[config.mk]
export PLATFORM = sky130hd
export DESIGN_NAME = d_input_debouncer
export DESIGN_NICKNAME = d
export VERILOG_FILES = /design/src/rtl/debounce_pkg.sv /design/src/rtl/d_input_debouncer_sync.sv /design/src/rtl/d_input_debouncer.sv
export SDC_FILE = /design/constraint.sdc
export NUM_CORES = 1
export LEC_CHECK = 0
export CELL_PAD_IN_SITES_DETAIL_PLACEMENT = 0
export CELL_PAD_IN_SITES_GLOBAL_PLACEMENT = 1
export CORE_AREA = 3 3 40 42
export DETAILED_ROUTE_END_ITERATION = 8
export DIE_AREA = 0 0 43 45
export GPL_ROUTABILITY_DRIVEN = 0
export PLACE_DENSITY_LB_ADDON = 0.1
export SYNTH_ARGS = -nofsm -noshare
export SYNTH_HDL_FRONTEND = slang
export SYNTH_SLANG_ARGS = --single-unit
[constraint.sdc]
create_clock -name clk -period 1.7 [get_ports clk]
set_input_delay 0.34 -clock clk [delete_from_list [all_inputs] [get_ports clk]]
set_output_delay 0.34 -clock clk [all_outputs]
set_load 0.01 [all_outputs]
[src/rtl/debounce_pkg.sv]
// Shared types and defaults for the d-input debouncer.
package debounce_pkg;

  typedef enum logic [1:0] {
    IDLE_LO = 2'b00,
    CHK_HI  = 2'b01,
    IDLE_HI = 2'b10,
    CHK_LO  = 2'b11
  } dbnc_state_t;

  localparam int DEFAULT_STABLE_CYCLES = 8;
  localparam int DEFAULT_CNT_W         = 4;

endpackage

[src/rtl/d_input_debouncer_sync.sv]
// Two-flop synchroniser for a single asynchronous level.
module sync_2ff #(
  parameter logic RESET_VAL = 1'b0
) (
  input  logic clk,
  input  logic reset,
  input  logic din,
  output logic dout
);

  logic s0;
  logic s1;

  always_ff @(posedge clk or negedge reset) begin
    if (!reset) begin
      s0 <= RESET_VAL;
      s1 <= RESET_VAL;
    end else begin
      s0 <= din;
      s1 <= s0;
    end
  end

  assign dout = s1;

endmodule

[src/rtl/d_input_debouncer.sv]
// Debounces a raw asynchronous level: synchronise, qualify for STABLE_CYCLES
// consecutive samples, then present the level with one-cycle edge pulses.
module d_input_debouncer
  import debounce_pkg::*;
#(
  parameter int   STABLE_CYCLES = DEFAULT_STABLE_CYCLES,
  parameter int   CNT_W         = DEFAULT_CNT_W,
  parameter logic RESET_VAL     = 1'b0
) (
  input  logic clk,
  input  logic reset,
  input  logic din_raw,
  output logic d_out,
  output logic rise,
  output logic fall,
  output logic busy
);

  localparam logic [CNT_W-1:0] CNT_LAST = CNT_W'(STABLE_CYCLES - 1);
  localparam logic [CNT_W-1:0] CNT_ONE  = CNT_W'(1);
  localparam dbnc_state_t      RESET_ST = RESET_VAL ? IDLE_HI : IDLE_LO;

  logic             s1;
  dbnc_state_t      state;
  dbnc_state_t      state_next;
  logic [CNT_W-1:0] cnt;
  logic [CNT_W-1:0] cnt_next;
  logic             d_next;
  logic             rise_next;
  logic             fall_next;

  sync_2ff #(
    .RESET_VAL(RESET_VAL)
  ) u_sync (
    .clk  (clk),
    .reset(reset),
    .din  (din_raw),
    .dout (s1)
  );

  always_ff @(posedge clk or negedge reset) begin
    if (!reset) begin
      state <= RESET_ST;
      cnt   <= '0;
      d_out <= RESET_VAL;
      rise  <= 1'b0;
      fall  <= 1'b0;
    end else begin
      state <= state_next;
      cnt   <= cnt_next;
      d_out <= d_next;
      rise  <= rise_next;
      fall  <= fall_next;
    end
  end

  // Any differing sample in a CHK state drops back to the originating IDLE,
  // so qualification always restarts from a count of one.
  always_comb begin
    state_next = state;
    cnt_next   = '0;
    d_next     = d_out;
    rise_next  = 1'b0;
    fall_next  = 1'b0;
    case (state)
      IDLE_LO: begin
        if (s1) begin
          state_next = CHK_HI;
          cnt_next   = CNT_ONE;
        end
      end
      IDLE_HI: begin
        if (!s1) begin
          state_next = CHK_LO;
          cnt_next   = CNT_ONE;
        end
      end
      CHK_HI: begin
        if (!s1) begin
          state_next = IDLE_LO;
        end else if (cnt == CNT_LAST) begin
          state_next = IDLE_HI;
          d_next     = 1'b1;
          rise_next  = 1'b1;
        end else begin
          cnt_next = cnt + CNT_ONE;
        end
      end
      CHK_LO: begin
        if (s1) begin
          state_next = IDLE_HI;
        end else if (cnt == CNT_LAST) begin
          state_next = IDLE_LO;
          d_next     = 1'b0;
          fall_next  = 1'b1;
        end else begin
          cnt_next = cnt + CNT_ONE;
        end
      end
      default: begin
        state_next = RESET_ST;
      end
    endcase
  end

  assign busy = (state == CHK_HI) || (state == CHK_LO);

endmodule
After elaboration in Yosys (flattened, before gate mapping)
Index checks and enable logic that the tools add are counted.
{ "word_totals": {"latchBits": 0, "output_inout_bits": 4, "register_bits": 11, "input_bits": 3, "ram_bits": 0, "memories": 0, "mem_bits_ro": 0} }
{ "classes": {"add_sub_neg": 1, "shift": 0, "reduce_logical": 5, "eq_ne": 12, "multipliers": 0, "n_lt_le_gt_ge": 0, "n_bitwise": 0, "muxes": 23, "div_mod_pow": 0} }
{ "op_table": {"columns": ["op", "n"], "rows": [
  ["one-hot mux 4 bit (4 select lines)", 1],
  ["2-to-1 mux 2 bit", 6],
  ["2-to-1 mux 4 bit", 3],
  ["2-to-1 mux 1 bit", 11],
  ["!= test 2 bit, second input constant", 4],
  ["one-hot mux 2 bit (4 select lines)", 1],
  ["AND reduction 5 bit", 1],
  ["adder 4 x 1 -> 4 bit, second input constant", 1],
  ["equality test 2 bit, second input constant", 2],
  ["equality test 4 x 3 -> 1 bit, second input constant", 1],
  ["!= test 2 x 1 -> 1 bit, second input constant", 2],
  ["AND reduction 4 bit", 1],
  ["!= test 3 x 2 -> 1 bit, second input constant", 1],
  ["!= test 3 bit, second input constant", 1],
  ["equality test 2 x 1 -> 1 bit, second input constant", 1],
  ["zero test 2 bit", 1],
  ["one-hot mux 1 bit (2 select lines)", 1],
  ["nonzero test 2 bit", 1],
  ["logical OR 1 bit", 1]
]} }

Longest topological paths before layout
Gate-level depths: netlist of the first run.
{ "logic_depth": {"depth_word": 4, "ltp_mapped": 4, "depth_no_buf": 4} }

By module
From an unflattened synthesis of the first run, not the netlist that was laid out.
{ "unflattened": {"cells_unflattened": 36, "hier_area_um2": 435.4} }
{ "by_module_without_submodules": {"columns": ["mod", "seq_area_each_um2", "area_per_inst_um2", "n_inst", "cells_per_inst"], "rows": [
  ["d_input_debouncer", 225.2, 385.4, 1, 34],
  ["sync_2ff", 50.0, 50.0, 1, 2]
]} }

Worst setup path before layout of the first run
OpenSTA, ideal clock, no wires.
{ "synth_timing": {"path_type": "register -> register", "startpoint": "reg cnt[0]", "endpoint": "reg (tool-made name)", "t_arrival_ns": 1.067, "setup_time_ns": 0.128, "path_stages_with_launch": 4, "n_path_buf": 0, "t_required_ns": 1.572, "slack_ns": 0.505, "synth_period_minus_slack_ns": 1.195, "path_cell_list": "dfrtp_1 ha_1 nand4b_2 mux2_1"} }
{ "synth_rtl": {"columns": ["item", "line", "text"], "rows": [
  ["start: declaration", "d_input_debouncer.sv:26", "logic [CNT_W-1:0] cnt;"],
  ["start signal: assignment", "d_input_debouncer.sv:50", "cnt <= cnt_next;"]
]} }

Worst setup path in the final report of the first run
{ "layout_timing": {"startpoint": "reg state[0]", "endpoint": "out busy"} }
{ "layout_between": {"elab_chain_len": 2} }
{ "layout_lines": {"columns": ["item", "line", "text"], "rows": [
  ["start: declaration", "d_input_debouncer.sv:24", "dbnc_state_t state;"],
  ["start signal: assignment", "d_input_debouncer.sv:49", "state <= state_next;"],
  ["equality test 2 x 1 -> 1 bit / equality test 2 bit (equally long branches)", "d_input_debouncer.sv:106", "assign busy = (state == CHK_HI) || (state == CHK_LO);"],
  ["logical OR 1 bit (*)", "d_input_debouncer.sv:106", null],
  ["end: declaration", "d_input_debouncer.sv:16", "output logic busy"]
]} }
Every way passes the cells marked *; elsewhere a longest branch is shown, timed or not.

==> impl_metrics.yaml, run 1 <==
status:
  status: "complete, no violations"
critical_path:
  critPathRequiredTime_ns: 1.36
  worstSetupPathType: "flop to output pin"
  worstPathMaxFanout: 5
  cp.arrival_ns: 1.26
  end_kind: "output pin"
  path_buf_inv: 1
  crit_family: "buffers and inverters"
  worstReg2RegEnd: "cnt[0]$_DFF_PN0_"
  regToRegStartpoint: "cnt[0]$_DFF_PN0_"
  rrSetupSlack_ns: 0.41
  crit_chain: "clkdlybuf4s50_1"
  rr_worst_depth: 4
  cp.depth: 1
  crit_path_max_incr_delay_ns: 0.57
  critPathLaunchType: "flop"
  critPathSlowestCell: "clkdlybuf4s50_1"
cells_and_area:
  drive_gt1_frac: 0.1463
  antennaDiodeCount: 0
  finalNonFillerCells: 56
  nets: 46
  final_util: 0.4090
  design_area_um2: 525.5
  area_growth_pct: 23.89
  multi_input_area_um2: 141.4
  ff_latch_area_um2: 275.3
  nFillCells: 122
floorplanning:
  ios: 7
  rows: 13
  coreArea_mm2: 0.001285
  die_w_um: 43
  die_h_um: 45
  initial_core_util: 0.3301
  dieArea_mm2: 0.001935
min_path:
  min_path_type: "flop to flop"
  worstHoldStart: "u_sync.s0$_DFF_PN0_"
  hold-path-endpoint: "u_sync.dout$_DFF_PN0_"
  min_path_cells: 0
detailed_routing:
  ant_nets: 0
  drtPass1Iterations: 4
  detail_route.wl_per_cell_um: 11.34
  vias_per_cell: 4.446
  wl_um: 635
  drt_iter0_markers: 7
  via_count: 249
  drc: 0
yosys:
  synth_edf_count: 0
  yosys.area_share.simple: 0.1829
  yosys.area.top_type_share: 0.6490
  synth_commonest_cells: "dfrtp_1, nor2_1, nand2_1"
  synthMuxAreaShare: 0.05015
  yosysUniqueCellTypes: 19
  synth_area_um2: 424.2
  synth_fp_nets: 36
  async_reset_ff_frac: 1.000
  yosysWarningCount: 0
  synth_seq_cells: 11
  synth_area_leader_cell: "dfrtp_1"
  synth-xor-area-share: 0.04130
  synth_ff_type: "dfrtp_1"
  synthMostInstantiatedCell: "dfrtp_1"
  synth_top_family_by_area: "simple AND/OR/NAND/NOR gates"
  synth_adder_area_share: 0.02950
  synth_area_per_cell_um2: 13.25
  netlist_top_cells_area: "dfrtp_1, nand4b_2, ha_1"
  synth_compound_area_frac: 0.02950
  ys_seq_area_frac: 0.6490
  syn_inst: 32
clocking:
  clock_sink_count: 11
  clockRootBuffer: "clkbuf_4"
  ctsResizeCount: 0
  htree_levels: 1
  cts_buffers: 3
  cts_setup_buffers: 0
  holdBufCountCts: 0
  path_clk_slew_ns: 0.07
  cts_tree: "yes"
  ctsLongestPathBuffers: 2
  worstSkewPairLatency_ns: 0.26
global_routing:
  busiest_layer: "met1"
  grt_first_pass_wirelength_um: 1076
  grt_pass1_vias: 249
  overflow: 0
  grtUsageTotal: 0.08030
  grt_use_met2: 0.09880
  grt_max_degree: 12
  use_met1: 0.1108
  antenna_found_initial: 0
  met3_usage: 0.02390
power:
  combPwrFrac: 0.048
  pwr-share-clk: 0.366
  switchingPower_mw: 0.09915
  share_seq_of_total_power: 0.586
  max-vdd-ir-drop_uv: 371.1
  power_density_mw_per_mm2: 894.1
  swShare: 0.2110
  leakage_nw: 0.2511
  total_power_mw: 0.4698
  p_int_mw: 0.3707
job:
  max_cap_violations: 0
sta:
  tightest_slew_ns: 0.4952
  period_share: 0.9411
  setup_viol: 0
  relSlewSlack: 0.6688
  fin_crit_ns: 1.600
  hold_viol: 0
  finalClockSkew_ns: 0.001081
  drv_slew: 0
  grt_setup_unrepaired: "false"
  whs_ns: 0.3573
  fmax_ghz: 0.6251
  layout_setup_ws_ns: 0.1002
  fin_setup_tns_ns: 0
placement:
  dp_hpwl_um: 461.7
  pre_cts_slack_ns: 0.3910
  port_buffers: 6
  placed_cell_area_um2: 499.2
  place_inst: 52
[final cells by class]
class / instances / share of cell area
clock buffers: 4 / 0.05000
inverters: 1 / 0.007143
multi-input cells: 19 / 0.2690
flip-flops and latches: 11 / 0.5238
well taps: 15 / 0.03571
repair buffers: 6 / 0.1143
[worst max path at each step]
stage | start | to | slack, ns
final | state[0]$_DFFE_PN0P_ | busy | 0.10
after global routing | state[0]$_DFFE_PN0P_ | busy | 0.06
after CTS | state[0]$_DFFE_PN0P_ | busy | 0.09
after detailed placement | state[0]$_DFFE_PN0P_ | busy | 0.39
after global placement | state[0]$_DFFE_PN0P_ | busy | 0.42
after floorplan | cnt[0]$_DFF_PN0_ | flop | 0.51
[cell families after synthesis]
logic type | Yosys count
flops | 11
simple gates | 12
fa+ha+maj | 1
buf+inv | 2
compound gates | 2
mux | 2
xor+xnor | 2
[power groups by stage]
stage | logic (mW) | clock network [mW] | registers, mW
after floorplan | 0.0102 | 0 | 0.278
after global placement | 0.0222 | 0 | 0.279
after detailed placement | 0.0230 | 0 | 0.280
after CTS | 0.0233 | 0.180 | 0.275
after global routing | 0.0264 | 0.191 | 0.276
final | 0.0226 | 0.172 | 0.275
[placed cells by master, fill, tap and decap left out]
master and count:
nor3_1 1, mux2_1 1, clkdlybuf4s50_1 6, o21ai_0 1, a21boi_1 1, nand3b_1 1, and3_1 1, nor3b_2 1
inv_1 1, and2_2 1, nor2_1 3, mux2i_1 1, nand2_1 2, ha_1 1, xnor2_1 1, nand3_1 1
xor2_1 1, clkbuf_1 1, dfrtp_1 11, clkbuf_4 3, nand4b_2 1
[flip-flops by register name, indices dropped and copies added (netlist names), named ones only]
register     flops
cnt              4
d_out            1
fall             1
rise             1
state            1
u_sync.dout      1
u_sync.s0        1
[layer usage]
layer / part of all wire / up-vias
met5: 0 / -
met2: 0.42 / 7
met1: 0.51 / 118
li1: - / 124
met4: 0 / 0
met3: 0.066 / 0
No activity file was read; power rests on OpenSTA's default activity.
==> inputs of run 2 (changes only) <==
CELL_PAD_IN_SITES_DETAIL_PLACEMENT = 1   (was 0)
CORE_AREA = default   (was 3 3 40 42)
CORE_MARGIN = 3   (was default)
CORE_UTILIZATION = 24   (was default)
DIE_AREA = default   (was 0 0 43 45)
==> run 2 against run 1 <==
Clock-buffer cell count unchanged. Routed wire length increased by 13%. Sequential share of layout area decreased by 0.12 points. Global-route usage barely moved.
==> impl_metrics.yaml, run 2 (synthesis results as in run 1) <==
status:
  status: "complete, no violations"
critical_path:
  rrSetupSlack_ns: 0.41
  critPathLaunchType: "flop"
  crit_path_max_incr_delay_ns: 0.57
  worstSetupPathType: "flop to output pin"
  end_kind: "output pin"
  crit_chain: "clkdlybuf4s50_1"
  critPathSlowestCell: "clkdlybuf4s50_1"
  critPathRequiredTime_ns: 1.36
  worstPathMaxFanout: 5
  path_buf_inv: 1
  crit_family: "buffers and inverters"
  cp.arrival_ns: 1.27
sta:
  grt_setup_unrepaired: "false"
  layout_setup_ws_ns: 0.08702
  hold_viol: 0
  fmax_ghz: 0.6200
  drv_slew: 0
  finalClockSkew_ns: 0.001567
  relSlewSlack: 0.6880
  fin_setup_tns_ns: 0
  tightest_slew_ns: 0.4665
  fin_crit_ns: 1.613
  period_share: 0.9488
  setup_viol: 0
placement:
  port_buffers: 6
  dp_hpwl_um: 527.5
  pre_cts_slack_ns: 0.3918
power:
  share_seq_of_total_power: 0.574
  power_density_mw_per_mm2: 910.3
  pwr-share-clk: 0.378
  max-vdd-ir-drop_uv: 323.7
  switchingPower_mw: 0.1082
  swShare: 0.2256
  combPwrFrac: 0.048
  leakage_nw: 0.2511
  p_int_mw: 0.3714
floorplanning:
  die_h_um: 48.04
  ios: 7
  dieArea_mm2: 0.002308
  rows: 14
  coreArea_mm2: 0.001577
  initial_core_util: 0.2690
  die_w_um: 48.04
clocking:
  clockRootBuffer: "clkbuf_4"
  path_clk_slew_ns: 0.07
  worstSkewPairLatency_ns: 0.27
  cts_buffers: 3
  ctsLongestPathBuffers: 2
  clock_sink_count: 11
  holdBufCountCts: 0
  cts_setup_buffers: 0
  htree_levels: 1
  ctsResizeCount: 0
  cts_tree: "yes"
cells_and_area:
  antennaDiodeCount: 0
  area_growth_pct: 24.19
  largest_reg_flops: 4
  layout_common_cells: "dfrtp_1, clkdlybuf4s50_1, nor2_1, clkbuf_4, nand2_1"
  nFillCells: 177
  drive_gt1_frac: 0.1463
  nets: 46
  regMostFlops: "cnt"
  final_util: 0.3341
  final_common_cell: "dfrtp_1"
detailed_routing:
  detail_route.wl_per_cell_um: 12.58
  vias_per_cell: 4.386
  ant_nets: 0
  drtPass1Iterations: 2
  via_count: 250
  drc: 0
  drt_iter0_markers: 5
  wl_um: 717
global_routing:
  antenna_found_initial: 0
  grt_first_pass_wirelength_um: 1186
  grt_max_degree: 12
  grtUsageTotal: 0.08058
  overflow: 0
  grt_pass1_vias: 274
job:
  max_cap_violations: 0
min_path:
  min_path_type: "flop to flop"
[run 2: cell counts in the layout (fill, tap and decap cells not counted)]
No cell type changed its count.
[run 2: final cells by class]
cell class | count | area [um^2] | area share
clock buffers | 4 | 26.28 | 0.04988
inverters | 1 | 3.754 | 0.007126
multi-input cells | 19 | 141.4 | 0.2684
flip-flops and latches | 11 | 275.3 | 0.5226
well taps | 16 | 20.02 | 0.03800
repair buffers | 6 | 60.06 | 0.1140
[run 2: power by group through the flow]
| stage | logic (mW) | clock network [mW] | registers (mW) |
|---|---|---|---|
| finish | 0.0228 | 0.181 | 0.275 |
| global route | 0.0260 | 0.206 | 0.276 |
| CTS | 0.0238 | 0.192 | 0.275 |
| detailed placement | 0.0238 | 0 | 0.280 |
| global placement | 0.0223 | 0 | 0.279 |
| floorplan | 0.0102 | 0 | 0.278 |
[run 2: worst reg2reg max path, delay by kind of cell (launching register included)]
family	cells	cell delay, ns
AO/OA/AOI/OAI	1	0.12
AND/OR/NAND/NOR	2	0.44
flip-flops	1	0.38
adder cells (fa/ha/maj)	1	0.23
[run 2: layer usage]
layer  track usage  vias up  part of all wire
li1              -      123                 -
met1        0.1019      115              0.48
met2        0.1055        9              0.43
met3       0.03383        3             0.053
met4       0.06452        0             0.029
met5             0        -                 0
[run 2: per-stage QoR]
| stage | hold WS, ns | cell area (um^2) | total power, mW | cells |
|---|---|---|---|---|
| finish | 0.3613 | 526.8 | 0.4795 | 57 |
| global placement | 0.3369 | 500.5 | 0.3015 | 53 |
| detailed placement | 0.3512 | 500.5 | 0.3041 | 53 |
| global route | 0.3667 | 526.8 | 0.5077 | 57 |
| CTS | 0.3681 | 526.8 | 0.4906 | 57 |
| floorplan | 0.04441 | 424.2 | 0.2887 | 32 |
[run 2: path summary, 6_finish.rpt]
| check | cells after the start | startpoint | endpoint |
|---|---|---|---|
| min reg2reg | 0 | u_sync.s0$_DFF_PN0_ | u_sync.dout$_DFF_PN0_ |
| max reg2reg | 4 | cnt[0]$_DFF_PN0_ | cnt[0]$_DFF_PN0_ |
| max | 1 | state[0]$_DFFE_PN0P_ | busy |
| max in group asynchronous | 1 | reset | cnt[3]$_DFF_PN0_ |
| min in group asynchronous | 1 | reset | u_sync.s0$_DFF_PN0_ |
| min | 0 | u_sync.s0$_DFF_PN0_ | u_sync.dout$_DFF_PN0_ |
